--- src/rtl/tick_counter_pkg.sv ---
// Shared mode constants and divider helpers for tick_counter.
package tick_counter_pkg;

  localparam int MODE_UP_WRAP   = 0;
  localparam int MODE_DOWN_WRAP = 1;
  localparam int MODE_BOUNCE    = 2;

  function automatic int calc_div(input int clk_hz, input int tick_hz);
    return (tick_hz > 0) ? clk_hz / tick_hz : 0;
  endfunction

  // Width is kept at least 1 so a bad DIV still elaborates far enough to report.
  function automatic int calc_pw(input int div);
    return (div < 2) ? 1 : $clog2(div);
  endfunction

endpackage

--- src/rtl/tick_prescaler.sv ---
// Free-running 0..DIV-1 divider; STB flags the last count while enabled.
module tick_prescaler
  import tick_counter_pkg::*;
#(
  parameter int CLK_HZ  = 50_000_000,
  parameter int TICK_HZ = 1
) (
  input  logic CLOCK_50,
  input  logic RESET_N,
  input  logic EN,
  input  logic CLR,
  output logic STB
);

  localparam int DIV = calc_div(CLK_HZ, TICK_HZ);
  localparam int PW  = calc_pw(DIV);
  localparam logic [PW-1:0] LAST = PW'(DIV - 1);

  generate
    if (DIV < 2) begin : g_bad_div
      $error("tick_prescaler: CLK_HZ/TICK_HZ must be at least 2");
    end
  endgenerate

  logic [PW-1:0] cnt;

  assign STB = EN && (cnt == LAST);

  always_ff @(posedge CLOCK_50 or negedge RESET_N) begin
    if (!RESET_N) begin
      cnt <= '0;
    end else if (CLR) begin
      cnt <= '0;
    end else if (EN) begin
      cnt <= STB ? '0 : cnt + 1'b1;
    end
  end

endmodule

--- src/rtl/tick_counter.sv ---
// Divided-clock counter with up-wrap, down-wrap and bounce modes, load and strobes.
// Define TICK_COUNTER_SYNC_EN to pass EN and LOAD through two-flop synchronisers.
module tick_counter
  import tick_counter_pkg::*;
#(
  parameter int              CLK_HZ    = 50_000_000,
  parameter int              TICK_HZ   = 1,
  parameter int              WIDTH     = 3,
  parameter longint unsigned MAX_COUNT = (64'd1 << WIDTH) - 64'd1,
  parameter int              MODE      = MODE_UP_WRAP
) (
  input  logic             CLOCK_50,
  input  logic             RESET_N,
  input  logic             EN,
  input  logic             LOAD,
  input  logic [WIDTH-1:0] LOAD_VAL,
  output logic [WIDTH-1:0] COUNT,
  output logic             TICK,
  output logic             WRAP,
  output logic             DIR_UP
);

  generate
    if (WIDTH < 1 || WIDTH > 32) begin : g_bad_width
      $error("tick_counter: WIDTH must be 1..32");
    end
    if (MAX_COUNT < 1 || MAX_COUNT > ((64'd1 << WIDTH) - 64'd1)) begin : g_bad_max
      $error("tick_counter: MAX_COUNT out of range");
    end
    if (MODE < MODE_UP_WRAP || MODE > MODE_BOUNCE) begin : g_bad_mode
      $error("tick_counter: MODE must be 0, 1 or 2");
    end
  endgenerate

  localparam logic [WIDTH-1:0] MAX_V     = MAX_COUNT[WIDTH-1:0];
  localparam logic [WIDTH-1:0] RST_COUNT = (MODE == MODE_DOWN_WRAP) ? MAX_V : '0;
  localparam logic             RST_DIR   = (MODE != MODE_DOWN_WRAP);

  logic en_i, load_i;

`ifdef TICK_COUNTER_SYNC_EN
  logic [1:0] en_sync, load_sync;

  always_ff @(posedge CLOCK_50 or negedge RESET_N) begin
    if (!RESET_N) begin
      en_sync   <= '0;
      load_sync <= '0;
    end else begin
      en_sync   <= {en_sync[0], EN};
      load_sync <= {load_sync[0], LOAD};
    end
  end

  assign en_i   = en_sync[1];
  assign load_i = load_sync[1];
`else
  assign en_i   = EN;
  assign load_i = LOAD;
`endif

  logic stb, adv;

  tick_prescaler #(
    .CLK_HZ (CLK_HZ),
    .TICK_HZ(TICK_HZ)
  ) u_prescaler (
    .CLOCK_50(CLOCK_50),
    .RESET_N (RESET_N),
    .EN      (en_i),
    .CLR     (load_i),
    .STB     (stb)
  );

  // A load in the same cycle swallows the advance rather than deferring it.
  assign adv = stb && !load_i;

  logic [WIDTH-1:0] count, nxt_count, load_clamped;
  logic             dir, nxt_dir, nxt_wrap, tick, wrap;

  assign load_clamped = (LOAD_VAL > MAX_V) ? MAX_V : LOAD_VAL;

  always_comb begin
    nxt_count = count;
    nxt_dir   = dir;
    nxt_wrap  = 1'b0;
    case (MODE)
      MODE_DOWN_WRAP: begin
        if (count == '0) begin
          nxt_count = MAX_V;
          nxt_wrap  = 1'b1;
        end else begin
          nxt_count = count - 1'b1;
        end
      end
      MODE_BOUNCE: begin
        if (dir) begin
          nxt_count = count + 1'b1;
          if (nxt_count == MAX_V) begin
            nxt_dir  = 1'b0;
            nxt_wrap = 1'b1;
          end
        end else begin
          nxt_count = count - 1'b1;
          if (nxt_count == '0) begin
            nxt_dir  = 1'b1;
            nxt_wrap = 1'b1;
          end
        end
      end
      default: begin
        if (count >= MAX_V) begin
          nxt_count = '0;
          nxt_wrap  = 1'b1;
        end else begin
          nxt_count = count + 1'b1;
        end
      end
    endcase
  end

  always_ff @(posedge CLOCK_50 or negedge RESET_N) begin
    if (!RESET_N) begin
      count <= RST_COUNT;
      dir   <= RST_DIR;
      tick  <= 1'b0;
      wrap  <= 1'b0;
    end else if (load_i) begin
      count <= load_clamped;
      tick  <= 1'b0;
      wrap  <= 1'b0;
      // Loading an endpoint in bounce mode points the count back into range.
      if (MODE == MODE_BOUNCE) begin
        if (load_clamped == MAX_V) dir <= 1'b0;
        else if (load_clamped == '0) dir <= 1'b1;
      end
    end else if (adv) begin
      count <= nxt_count;
      dir   <= nxt_dir;
      tick  <= 1'b1;
      wrap  <= nxt_wrap;
    end else begin
      tick  <= 1'b0;
      wrap  <= 1'b0;
    end
  end

  assign COUNT  = count;
  assign TICK   = tick;
  assign WRAP   = wrap;
  assign DIR_UP = dir;

endmodule

--- config.mk ---
export PLATFORM = sky130hd
export DESIGN_NAME = tick_counter
export DESIGN_NICKNAME = d
export VERILOG_FILES = /design/src/rtl/tick_counter_pkg.sv /design/src/rtl/tick_prescaler.sv /design/src/rtl/tick_counter.sv
export SDC_FILE = /design/constraint.sdc
export NUM_CORES = 1
export LEC_CHECK = 0
export BUFFER_PORTS_ARGS = -buffer_cell sky130_fd_sc_hd__buf_2
export CORE_UTILIZATION = 58
export DETAILED_ROUTE_END_ITERATION = 8
export GPL_TIMING_DRIVEN = 0
export PLACE_DENSITY = 0.85
export SYNTH_ARGS = -nofsm -noshare
export SYNTH_HDL_FRONTEND = slang
export SYNTH_SLANG_ARGS = --single-unit
--- constraint.sdc ---
create_clock -name CLOCK_50 -period 2.3 [get_ports CLOCK_50]
set_input_delay 0.23 -clock CLOCK_50 [delete_from_list [all_inputs] [get_ports CLOCK_50]]
set_output_delay 0.23 -clock CLOCK_50 [all_outputs]
set_load 0.1 [all_outputs]
# Word level (Yosys, flattened, before mapping)
# Index checks and enable logic that the tools add are counted.
[totals]
inputBits = 7
output_inout_bits = 6
mem_count = 0
ram_bits = 0
romBits = 0
ff_bits = 31
latch_bits = 0
[op_classes]
magnitude_cmp = 2
n_bitwise = 0
div = 0
addsub = 2
n_reduce_logical = 5
eq_ne = 1
mul = 0
shift = 0
n_mux = 12
[ops]
columns = ["cell", "n"]
rows = [
  ["$mux 26", 3],
  ["$add 26x1->26 const B", 1],
  ["$eq 26x26->1 const B", 1],
  ["$mux 3", 4],
  ["$mux 1", 5],
  ["$reduce_bool 2->1", 2],
  ["$add 3x1->3 const B", 1],
  ["$ge 3x3->1 const B", 1],
  ["$gt 3x3->1 const B", 1],
  ["$logic_and 1x1->1", 2],
  ["$logic_not 1->1", 1],
]

# Depth between registers and ports, before layout
# Gate-level depths: netlist of the first run.
[depth]
word_depth = 5
depth_mapped = 8
mapped_depth_nobuf = 6

# Modules after synthesis
# A second synthesis of the first run with hierarchy kept.
[hier_totals]
hier_cells = 180
hier_area_um2 = 1739.2
[by_module_without_submodules]
columns = ["mod", "cells_each", "n_inst", "seq_area_each_um2", "area_each_um2"]
rows = [
  ["tick_prescaler", 157, 1, 650.6, 1492.7],
  ["tick_counter", 23, 1, 125.1, 246.5],
]

# Worst setup path after synthesis of the first run
# Ideal clock, no wire load.
[synth_path]
path_kind = "flip-flop to flip-flop"
from = "reg count[0] (netlist: COUNT[0])"
to = "reg count[2] (netlist: COUNT[2])"
required_ps = 2168
t_arrival_ps = 1813
setup_time_ps = 132
period_less_slack_ps = 1945
slack_ps = 355
n_path_buf = 0
stages_incl_launch_ff = 7
cell_sequence = "dfrtp_1 > ha_1 > ha_1 > a31oi_1 > and2_1 > mux2i_1 > o21ai_0"
[synth_via]
elab_chain_cells = 4
word_cells_on_any_way = 5
classes_between = "1 x add/sub; 1 x order compare; 3 x mux"
[synth_rtl]
columns = ["element", "line_no", "rtl"]
rows = [
  ["start, declared", "tick_counter.sv:77", "logic [WIDTH-1:0] count, nxt_count, load_clamped;"],
  ["start signal, assigned", "tick_counter.sv:128", "count <= load_clamped;"],
  ["start signal, assigned", "tick_counter.sv:137", "count <= nxt_count;"],
  ["$add 3x1->3 or $ge 3x3->1 (tied branches)", "tick_counter.sv:115, tick_counter.sv:111", ""],
  ["$mux 3 *", "tick_counter.sv:111", "if (count >= MAX_V) begin"],
  ["$mux 3 *", "tick_counter.sv:136", "end else if (adv) begin"],
  ["$mux 3 *", "tick_counter.sv:127", "end else if (load_i) begin"],
]
# Every way passes the cells marked *; elsewhere a longest branch is shown, timed or not. The select of a mux whose other input is x is not followed.
# A chain may end at the register's enable or synchronous reset.

# Worst setup path in the final report of the first run
[layout_path]
from = "reg u_prescaler.cnt[0]"
to = "reg u_prescaler.cnt[17]"
[layout_via]
elab_chain_cells = 5
word_cells_on_any_way = 6
classes_between = "1 x add/sub; 1 x eq/ne; 3 x mux; 1 x reduce/logical"
[layout_rtl]
columns = ["element", "line_no", "rtl"]
rows = [
  ["start, declared", "tick_prescaler.sv:25", "logic [PW-1:0] cnt;"],
  ["start signal, assigned", "tick_prescaler.sv:35", "cnt <= STB ? '0 : cnt + 1'b1;"],
  ["parallel branches: the longest is 2 deep, another holds $add 26x1->26", "n/a", ""],
  ["$mux 26 *", "tick_prescaler.sv:35", ""],
  ["$mux 26 *", "tick_prescaler.sv:34", "end else if (EN) begin"],
  ["$mux 26 *", "tick_prescaler.sv:32", "end else if (CLR) begin"],
]
# Mark *: on every way between the ends. The select of a mux whose other input is x is not followed.

==> flow_summary.yaml, run 1 <==
clock_network:
  insertion_delay_ns: 0.33
  htree_levels: 2
  clk_pin_slew_worst_paths_ns: 0.10
  cts_sinks: 31
  cts_tree: "built"
  cts_buffers: 5
  root_buffer: "clkbuf_4"
  clockBufferDepth: 2
status:
  status: "finished clean"
synthesis:
  syn_avg_cell_area_um2: 9.74
  synth-async-reset-ratio: 1.00
  synth.distinct_cells: 36
  syn_inst: 171
  yosys-top-cells-count: "dfrtp_1, nor2_1, nand2_1, xor2_1, nand3_1"
  synth-simple-area-share: 0.308
  ys_ff_latch: 31
  synth_top_cell_area_share: 0.466
  yosys-top-cells-area: "dfrtp_1, xor2_1, nor2_1"
  synth-edff-count: 0
  synth_compound_area_frac: 0.0473
  syn-num-nets: 181
  synth_most_common_cell: "dfrtp_1"
  yosysWarnings: 0
  muxShareOfSynthArea: 0.0180
  synthFlopType: "dfrtp_1"
  synth-adder-area-share: 0.0225
  ys_seq_area_frac: 0.466
  netlist_area_um2: 1670
  synth-xor-area-share: 0.110
  synth_top_family_by_area: "simple AND/OR/NAND/NOR gates"
  yosysTopAreaCell: "dfrtp_1"
floorplan:
  die_area_um2: 3090
  start_util: 0.609
  fp.dieW_um: 55.6
  placementRows: 19
  core_area_um2: 2730
  ios: 13
  die_y_um: 55.6
sta:
  max_slew_margin: 0.540
  finClkSkew_ns: 0.00980
  setup_violations: 0
  worst_slack_ns: 0.182
  hold_viol: 0
  fin_crit_ns: 2.12
  max_freq_mhz: 472
  timing.final.crit_share: 0.921
  maxSlewViolCount: 0
  fin_tns_setup_ns: 0
  grt_setup_unrepaired: "no"
  tightest_slew_ns: 0.684
global_route:
  overflow: 0
  grtUsageTotal: 0.242
  antenna_found_initial: 0
  grt_pass1_vias: 1319
  grt_first_pass_wirelength_um: 5820
  grt_max_degree: 32
cells_and_area:
  drive_gt1_frac: 0.167
  area_growth_pct: 13.3
  antenna-diode-count: 0
  final_nets: 201
worst_setup_path:
  crit_chain: "ha_1 -> nand4_1 -> nor4_4 -> nand4_4 -> nand2b_1 -> buf_4 -> buf_4 -> nor2_1"
  critPathArrivalTime_ns: 2.35
  crit_top_cell: "buf_4"
  crit_fanout: 10
  r2r_setup_slack_ns: 0.18
  slowest_stage: "nor4_4"
  crit_path_end_kind: "register"
  path_class: "register to register"
  worstSetupStartpointType: "register"
  required_ns: 2.53
  slowest_delay_ns: 0.44
drt:
  routedWlPerCell_um: 15.5
  num_vias: 1345
  drc: 0
  wl_um: 3450
  initialDrtViolationCount: 48
  avgViaCountPerCell: 6.03
  ant_nets: 0
  dr.pass1.iters: 4
power:
  sw_frac_of_total: 0.253
  comb_power_share: 0.094
  internal_power_uw: 833
  p_leak_uw: 0.000881
  vdd_drop_max_uv: 660
  pwr_density_cell_nw_per_um2: 591
  pwr-share-seq: 0.503
  switchingPower_uw: 282
  pwr-share-clk: 0.403
hold_path:
  min_path_type: "input pin to register"
run:
  drv_cap: 0
placed_design:
  gp_congestion: 0.827
  preCtsSetupSlack_ns: 0.0252
  io_buffers: 9
  place_hpwl_um: 2350
## stage by stage
step / instance area [um2] / total power [uW] / hold slack (ns) / util / cells
finish: 1890 / 1120 / 0.101 / 0.690 / 223
global route: 1890 / 1150 / 0.108 / 0.690 / 223
CTS: 1850 / 1120 / 0.107 / 0.675 / 220
detailed placement: 1750 / 675 / 0.308 / 0.640 / 211
global placement: 1750 / 671 / 0.300 / 0.640 / 211
floorplan: 1670 / 645 / -0.0656 / - / 171
## critical path, delay by kind of cell, from the launching register on
family        cells  cell delay [ns]
flops             1             0.40
simple gates      5             1.04
fa+ha+maj         1             0.19
buf+inv           2             0.38
## layout by cell type (no fill, tap or decap), types with 2 or more instances in the layout
cell	count
clkbuf_4	5
mux2i_1	3
nor2_1	30
clkbuf_1	2
nand4_1	7
a32oi_1	2
nand2_1	16
xnor2_1	5
nand3_1	8
and4_1	3
nand2b_1	3
dfrtp_1	30
buf_4	6
inv_1	2
and2_1	2
and3_1	3
xor2_1	16
ha_1	3
nor4_4	2
o21ai_0	6
buf_2	10
a21oi_1	5
nor3_1	3
## sequential cells by signal, indices dropped and copies added, names as in the netlist
| name | count |
|---|---|
| u_prescaler.cnt | 26 |
| WRAP | 1 |
| COUNT | 3 |
| TICK | 1 |
## cell type report
type / instances / area (um2)
Tap cell: 31 / 38.8
Fill cell: 191 / 847
Clock buffer: 6 / 51.3
Sequential cell: 31 / 777
Timing Repair Buffer: 13 / 77.6
Buffer: 6 / 35.0
Clock inverter: 2 / 35.0
Inverter: 2 / 7.51
Multi-Input combinational cell: 132 / 865
## layer usage
layer / vias to the layer above / part of all wire / GRT usage
met3: 17 / 0.047 / 0.0419
met4: 0 / 0.028 / 0.111
met1: 645 / 0.44 / 0.317
met5: - / 0 / 0
met2: 50 / 0.49 / 0.396
li1: 633 / - / -
## path summary, 6_finish.rpt
kind                            depth (start not counted)                  end           startpoint
worst max-delay path                                    8  u_prescaler.cnt[17]   u_prescaler.cnt[0]
worst min-delay path                                    3             COUNT[0]          LOAD_VAL[0]
worst max register to register                          8  u_prescaler.cnt[17]   u_prescaler.cnt[0]
worst min register to register                          2  u_prescaler.cnt[25]  u_prescaler.cnt[25]
max in group asynchronous                               2   u_prescaler.cnt[0]              RESET_N
min in group asynchronous                               2  u_prescaler.cnt[16]              RESET_N
## power groups by stage
stage               Sequential, uW  Combinational, uW  Clock (uW)
floorplan                      604               40.7           0
finish                         560                105         450
global placement               570                101           0
global route                   562                114         470
detailed placement             571                104           0
CTS                            560                106         450
## timing repair
| item | 4_1_cts | 5_1_grt |
|---|---|---|
| setup endpoints to repair | 0 | 19 |
| buffers inserted | 0 | 3 |
| hold buffers | 1 | 0 |
| hold endpoints to repair | 31 | 0 |
| gates resized for setup | 0 | 3 |
## cell families (layout without fill, tap and decap cells)
group / count (synthesis) / in the layout
simple gates: 90 / 90
flops: 31 / 31
xor+xnor: 21 / 21
compound gates: 14 / 14
buf+inv: 8 / 29
fa+ha+maj: 3 / 3
mux: 3 / 3
other cells: 1 / 1
(Power assumes the default switching activity.)
==> run 2: changes to the inputs <==
--- a/config.mk
+++ b/config.mk
@@ -6,6 +6,7 @@
 export NUM_CORES = 1
 export LEC_CHECK = 0
 export BUFFER_PORTS_ARGS = -buffer_cell sky130_fd_sc_hd__buf_2
+export CORE_ASPECT_RATIO = 0.6
 export CORE_UTILIZATION = 58
 export DETAILED_ROUTE_END_ITERATION = 8
 export GPL_TIMING_DRIVEN = 0
==> constraint.sdc (replaced) <==
create_clock -name CLOCK_50 -period 2.3 [get_ports CLOCK_50]
set_input_delay 0.46 -clock CLOCK_50 [delete_from_list [all_inputs] [get_ports CLOCK_50]]
set_output_delay 0.46 -clock CLOCK_50 [all_outputs]
set_load 0.1 [all_outputs]
==> run 2 against run 1 <==
  * Combinational power hardly changed
  * Clock power is 5.8% higher
  * Worst setup slack worse by 0.043 ns
  * First-iteration DRC count grew to 3.1 times the previous value
  * Utilization is 3.1 points higher
  * Total power is 2.4% higher
  * Sequential cell count stayed put
  * Worst hold slack better by 0.11 ns
  * Die area is 0.22% higher
  * Non-clock buffer count is 2 lower
  * Clock-buffer cell count is 2 higher
  * Critical path type unchanged
  * Critical endpoint is now u_prescaler.cnt[15]
==> flow_summary.yaml, run 2 (synthesis gave the netlist of run 1 again) <==
status:
  status: "finished clean"
sta:
  finClkSkew_ns: 0.00687
  hold_viol: 0
  grt_setup_unrepaired: "no"
  max_freq_mhz: 463
  tightest_slew_ns: 0.677
  maxSlewViolCount: 0
  fin_crit_ns: 2.16
  timing.final.crit_share: 0.940
  fin_tns_setup_ns: 0
  setup_violations: 0
  worst_slack_ns: 0.139
  max_slew_margin: 0.549
worst_setup_path:
  timing.rr.start: "u_prescaler.cnt[0]"
  crit_buf_inv: 2
  r2r_setup_slack_ns: 0.14
  worstSetupStartpointType: "register"
  critPathTopFamily: "simple AND/OR/NAND/NOR gates"
  crit_top_cell: "buf_4"
  required_ns: 2.48
  crit_chain: "ha_1 -> nand4_1 -> nor4_4 -> nand4_4 -> nand2b_1 -> buf_4 -> buf_4 -> nor2_1"
  crit_fanout: 10
  timing.rr.end: "u_prescaler.cnt[15]"
  reg2regPathDepth: 8
  slowest_stage: "nor4_4"
  slowest_delay_ns: 0.42
  critPathArrivalTime_ns: 2.34
  crit_path_end_kind: "register"
  path_class: "register to register"
cells_and_area:
  final_nets: 199
  final_cell_mix: "dfrtp_1, nor2_1, nand2_1, xor2_1, buf_2"
  antenna-diode-count: 0
  fillCellCount: 190
  layout_commonest_cell: "dfrtp_1"
  final_cells: 222
  largest_reg_flops: 26
  area_growth_pct: 13.1
  drive_gt1_frac: 0.153
  final_area_um2: 1880
  top_register: "u_prescaler.cnt"
global_route:
  grt_pass1_vias: 1267
  overflow: 0
  grt_max_degree: 32
  antenna_found_initial: 0
  grtUsageTotal: 0.280
  grt_first_pass_wirelength_um: 6200
clock_network:
  postCtsHoldBufs: 0
  cts_buffers: 5
  htree_levels: 2
  clockBufferDepth: 2
  cts_tree: "built"
  root_buffer: "clkbuf_8"
  insertion_delay_ns: 0.29
  clk_pin_slew_worst_paths_ns: 0.07
  cts_sinks: 31
placed_design:
  dp_cells: 212
  gp_congestion: 0.880
  place_area_um2: 1750
  place_hpwl_um: 2560
  io_buffers: 9
  preCtsSetupSlack_ns: -0.138
power:
  vdd_drop_max_uv: 456
  total_power_uw: 1140
  p_leak_uw: 0.000876
  pwr_density_cell_nw_per_um2: 607
drt:
  routedWlPerCell_um: 16.6
  initialDrtViolationCount: 147
  ant_nets: 0
  num_vias: 1347
  drc: 0
  wl_um: 3690
  dr.pass1.iters: 4
  avgViaCountPerCell: 6.07
hold_path:
  min_path_type: "input pin to async pin"
run:
  drv_cap: 0
floorplan:
  start_util: 0.638
  die_y_um: 43.5
  ios: 13
  fp.dieW_um: 71.2
  die_area_um2: 3100
  placementRows: 14
  core_area_um2: 2610
-- run 2: area by class of cell --
| type | instances | area (um2) | area share |
|---|---|---|---|
| Timing Repair Buffer | 11 | 60.1 | 0.0319 |
| Sequential cell | 31 | 776 | 0.412 |
| Multi-Input combinational cell | 132 | 865 | 0.459 |
| Buffer | 6 | 35.0 | 0.0186 |
| Inverter | 2 | 7.51 | 0.00399 |
| Clock buffer | 8 | 100 | 0.0532 |
| Tap cell | 32 | 40.0 | 0.0213 |
-- run 2: worst max-delay path by stage --
stage / from / end / slack (ns) / cells past startpoint
2_1_floorplan: COUNT[0] / COUNT[2] / 0.36 / 6
3_3_place_gp: EN / u_prescaler.cnt[15] / -0.02 / 8
3_5_place_dp: EN / u_prescaler.cnt[15] / -0.14 / 8
4_1_cts: u_prescaler.cnt[0] / u_prescaler.cnt[15] / 0.10 / 8
5_1_grt: u_prescaler.cnt[0] / u_prescaler.cnt[16] / 0.006 / 8
6_report: u_prescaler.cnt[0] / u_prescaler.cnt[15] / 0.14 / 8
-- run 2: what timing repair did --
item                                    CTS  global route
setup buffers                             2             0
resized for setup                         1             1
endpoints found under the hold margin     0             0
pin swaps                                 2             0
endpoints found under the setup margin   10            10
-- run 2: through the flow --
step	utilization	hold WS, ns
global route	0.721	0.281
detailed placement	0.671	0.531
floorplan	-	0.164
global placement	0.671	0.514
CTS	0.718	0.225
finish	0.721	0.206
-- run 2: per-layer routing --
layer	wire length [um]	track usage	share of wire
met2	1610	0.400	0.44
met1	1730	0.399	0.47
met4	80	0.144	0.022
met5	0	0	0
met3	270	0.0698	0.073
-- run 2: where the power goes --
| part | switching [uW] | internal [uW] | total [uW] |
|---|---|---|---|
| clock | 204 | 273 | 476 |
| combinational | 81.4 | 23.2 | 105 |
| sequential | 8.71 | 553 | 561 |
| total | 294 | 849 | 1140 |
